$ cat src/rtl/noc_output_arbiter.sv
// Per-output-port round-robin packet arbiter for the NoC router.
// Define ARB_TIMEOUT_EN to add the stall watchdog that forces release of a stuck lock.
module noc_output_arbiter #(
  parameter int TIMEOUT_CYCLES = 255,
  parameter int CNT_W          = 8
) (
  input  logic       clk_i,
  input  logic       rst_i,
  input  logic [4:0] req_i,
  input  logic [4:0] tail_i,
  input  logic       out_ready_i,
  output logic [4:0] grant_o,
  output logic [2:0] address_route_o,
  output logic       valid_o,
  output logic       xfer_o,
  output logic       timeout_o
);

  localparam logic ST_IDLE   = 1'b0;
  localparam logic ST_LOCKED = 1'b1;

  logic       state;
  logic [2:0] owner;
  logic [2:0] rr_ptr;
  logic [2:0] winner;
  logic       found;
  logic [3:0] sum;
  logic [2:0] idx;
  logic [2:0] next_ptr;
  logic       locked;
  logic       release_tail;
  logic       expire;

  assign locked = (state == ST_LOCKED);

  // Scan rr_ptr, rr_ptr+1, ... modulo 5; the first active request wins.
  always_comb begin
    winner = 3'd0;
    found  = 1'b0;
    sum    = 4'd0;
    idx    = 3'd0;
    for (int k = 0; k < 5; k++) begin
      sum = {1'b0, rr_ptr} + 4'(k);
      idx = (sum >= 4'd5) ? 3'(sum - 4'd5) : sum[2:0];
      if (!found && req_i[idx]) begin
        winner = idx;
        found  = 1'b1;
      end
    end
  end

  assign next_ptr = (owner == 3'd4) ? 3'd0 : owner + 3'd1;

  assign grant_o         = locked ? (5'b00001 << owner) : 5'b00000;
  assign address_route_o = locked ? owner : 3'b111;
  assign valid_o         = locked & req_i[owner];
  assign xfer_o          = valid_o & out_ready_i;
  assign release_tail    = xfer_o & tail_i[owner];

`ifdef ARB_TIMEOUT_EN
  logic [CNT_W-1:0] stall_cnt;

  // Fires on the stall cycle that brings the count up to TIMEOUT_CYCLES.
  assign expire = locked & ~xfer_o &
                  (stall_cnt == CNT_W'(TIMEOUT_CYCLES - 1));

  always_ff @(posedge clk_i or posedge rst_i) begin
    if (rst_i) begin
      stall_cnt <= '0;
    end else if (!locked || xfer_o || expire) begin
      stall_cnt <= '0;
    end else begin
      stall_cnt <= stall_cnt + 1'b1;
    end
  end

  assign timeout_o = expire;
`else
  assign expire    = 1'b0;
  assign timeout_o = 1'b0;
`endif

  always_ff @(posedge clk_i or posedge rst_i) begin
    if (rst_i) begin
      state  <= ST_IDLE;
      owner  <= 3'd0;
      rr_ptr <= 3'd0;
    end else begin
      unique case (state)
        ST_IDLE: begin
          if (found) begin
            state <= ST_LOCKED;
            owner <= winner;
          end
        end
        ST_LOCKED: begin
          if (release_tail || expire) begin
            state  <= ST_IDLE;
            rr_ptr <= next_ptr;
          end
        end
        default: state <= ST_IDLE;
      endcase
    end
  end

endmodule

$ cat config.mk
export PLATFORM = sky130hd
export DESIGN_NAME = noc_output_arbiter
export DESIGN_NICKNAME = d
export VERILOG_FILES = /design/src/rtl/noc_output_arbiter.sv
export SDC_FILE = /design/constraint.sdc
export NUM_CORES = 1
export LEC_CHECK = 0
export CORE_MARGIN = 4
export CORE_UTILIZATION = 56
export DETAILED_ROUTE_END_ITERATION = 10
export GPL_ROUTABILITY_DRIVEN = 0
export PLACE_DENSITY = 0.87
export SETUP_SLACK_MARGIN = 0.5
export SLEW_MARGIN = 20
export SYNTH_ARGS = -nofsm -noshare
export SYNTH_HDL_FRONTEND = slang
export SYNTH_SLANG_ARGS = --single-unit
$ cat constraint.sdc
create_clock -name clk_i -period 7 [get_ports clk_i]
set_clock_uncertainty 0.15 [all_clocks]
set_input_delay 1.4 -clock clk_i [delete_from_list [all_inputs] [get_ports clk_i]]
set_output_delay 1.4 -clock clk_i [all_outputs]
set_load 0.05 [all_outputs]
==> run metrics <==
Core ar.=3050 sq um; number of max-cap violations=0; ANT nets after route=0; Crit-path slowest cell=clkdlybuf4s50_1; Yosys reg bits=7; hold buffers post-CTS=0; CP delay by family, top=buffers and inverters; Startpoint Class=input pin; post-CTS setup buffer count=0; FMAX=191 MHz; worst slew pin tran=0.721 ns; Final #Nets=247; CP Capture Type=output pin; Setup CP Type=input pin to output pin; Post-synth EDFFs=0; minimum clock period=5.23 ns; cell taking the most area after synthesis=dfrtp_1; ANT cells=0; Slew headroom=0.519; most frequent cell after synthesis=nand2_1; vias=1658; clk sinks=7; first-pass GRT wire length=7310 microns; Resized cells post-CTS=0; global route overflow=0; Via density=6.30; Arr. time, crit path=3.68 ns; Tot GR Track Use=0.219; setup TNS=0 ns; sequential share of the synthesized area=0.0987; FP Rows=20; CTS Buf Count=3; worst path cell trace=clkdlybuf4s50_1, mux4_2, nand2_1, a21boi_0, and2_1, clkdlybuf4s50_1; Die ar.=4140 sq um; TritonCTS clock tree=done; max-slew violations=0; HPWL after DPL=3260 microns; Worst-path clk slew=0.05 ns; WL per Instance=16.5 microns; syn_nets=236; Hold Vio Cnt, Final=0; crit-path max cell delay=0.80 ns; Worst Hold Class=flip-flop to flip-flop; Starting Density=0.582; H-tree depth=1; Commonest cells post-synth=nand2_1 (18), ha_1 (13), inv_1 (12); Most Frequent Cell on Critical Path=clkdlybuf4s50_1; Yosys top cell area share=0.0987; ys flop type=dfrtp_1; vias in the first global route=1506; die width=64.3 microns; Post-Layout Cell Count=263; Inst Count DP=259; Mapped Area=1780 sq um; Top Ports=24; Bufs and invs on worst path=2; Critical Path Fanout Max=12; clock tree buffer depth=2; Avg Cell Area, Syn=8.49 sq um; Synth area leaders=dfrtp_1 (9.9%), ha_1 (9.2%), mux4_2 (6.3%); Cells after Synth=209; fillers=268; Area Overhead vs Synth=10.6%; WP data required=5.45 ns; Residual DRC=0; final setup vio count=0; Async SR Flop Fraction=1.00; Starting DRT DRC Count=202; Die Y-Extent=64.3 microns; Yosys cell types=68; Tcrit/Tclk final=0.747; clk_lat worst skew=0.25 ns; Synth warnings=0; # port buffers=22; final wirelength=4350 microns; drt pass-1 iters=4; outcome=completed; largest net degree at the start of global routing=38; RSZ-0062 raised after global routing=false; clock root buffer=clkbuf_4; initial antenna violation count=0; layout cells sized above 1=0.151
[state kept, by name (all words and copies together), names as in the netlist]
name	cells
rr_ptr	3
locked	1
owner	3
[layout by cell type, fill, tap and decap left out, types with 4 or more instances in the layout]
master / n
ha_1: 13
mux2i_1: 8
dfrtp_1: 7
nand4_1: 5
a21o_1: 4
nor2b_1: 4
a21oi_2: 4
inv_1: 12
nand3_1: 8
o21ai_0: 6
nor2_1: 11
nand2_1: 18
and2_1: 7
o211ai_1: 6
mux4_2: 5
nand2b_1: 5
clkdlybuf4s50_1: 22
a211oi_1: 5
mux2_2: 6
[cell type report]
| class | count | area (sq um) | share of cell area |
|---|---|---|---|
| multi-input combinational | 173 | 1440 | 0.731 |
| timing repair buffer | 23 | 228 | 0.116 |
| sequential | 7 | 175 | 0.0892 |
| tap | 44 | 55.1 | 0.0280 |
| inverter | 12 | 45.0 | 0.0229 |
| clock buffer | 4 | 26.3 | 0.0134 |
[metrics by stage]
| step | hold WS (ns) | area, sq um | utilization | setup slack (ns) |
|---|---|---|---|---|
| 4_1_cts | 0.548 | 1960 | 0.643 | 1.79 |
| 5_1_grt | 0.577 | 1960 | 0.643 | 1.66 |
| 3_3_place_gp | 0.517 | 1940 | 0.635 | 1.83 |
| 2_1_floorplan | 0.453 | 1780 | - | 1.88 |
| 6_report | 0.562 | 1960 | 0.643 | 1.77 |
| 3_5_place_dp | 0.541 | 1940 | 0.635 | 1.81 |
[logic make-up (layout without fill, tap and decap cells)]
family	after synthesis	after routing	synth area share
adders and majority gates	14	14	0.103
DFF	7	7	0.0987
other	1	1	0.00211
AOI/OAI and AO/OA	58	58	0.276
and+or+nand+nor	74	74	0.230
xor gates and xnor gates	3	3	0.0148
muxes	23	23	0.183
buffers and inverters	29	39	0.0930
[layer usage]
metal	routed length, microns	vias up	part of all wire	track usage
li1	-	807	-	-
met1	2000	797	0.46	0.315
met3	226	4	0.052	0.0334
met2	2080	50	0.48	0.354
met5	0	-	0	0
met4	45	0	0.010	0.0264
[path summary, 6_finish.rpt]
path	from	endpoint	slack, ns	cells past startpoint
max in group asynchronous	rst_i	rr_ptr[2]	5.26	2
max	req_i[1]	xfer_o	1.77	6
min	locked	locked	0.56	1
min reg2reg	locked	locked	0.56	1
max reg2reg	rr_ptr[1]	owner[2]	3.02	9
min in group asynchronous	rst_i	owner[1]	1.23	2
Power is not shown: default switching activity piles up to over one toggle a cycle in this logic, so the estimate is an artifact.
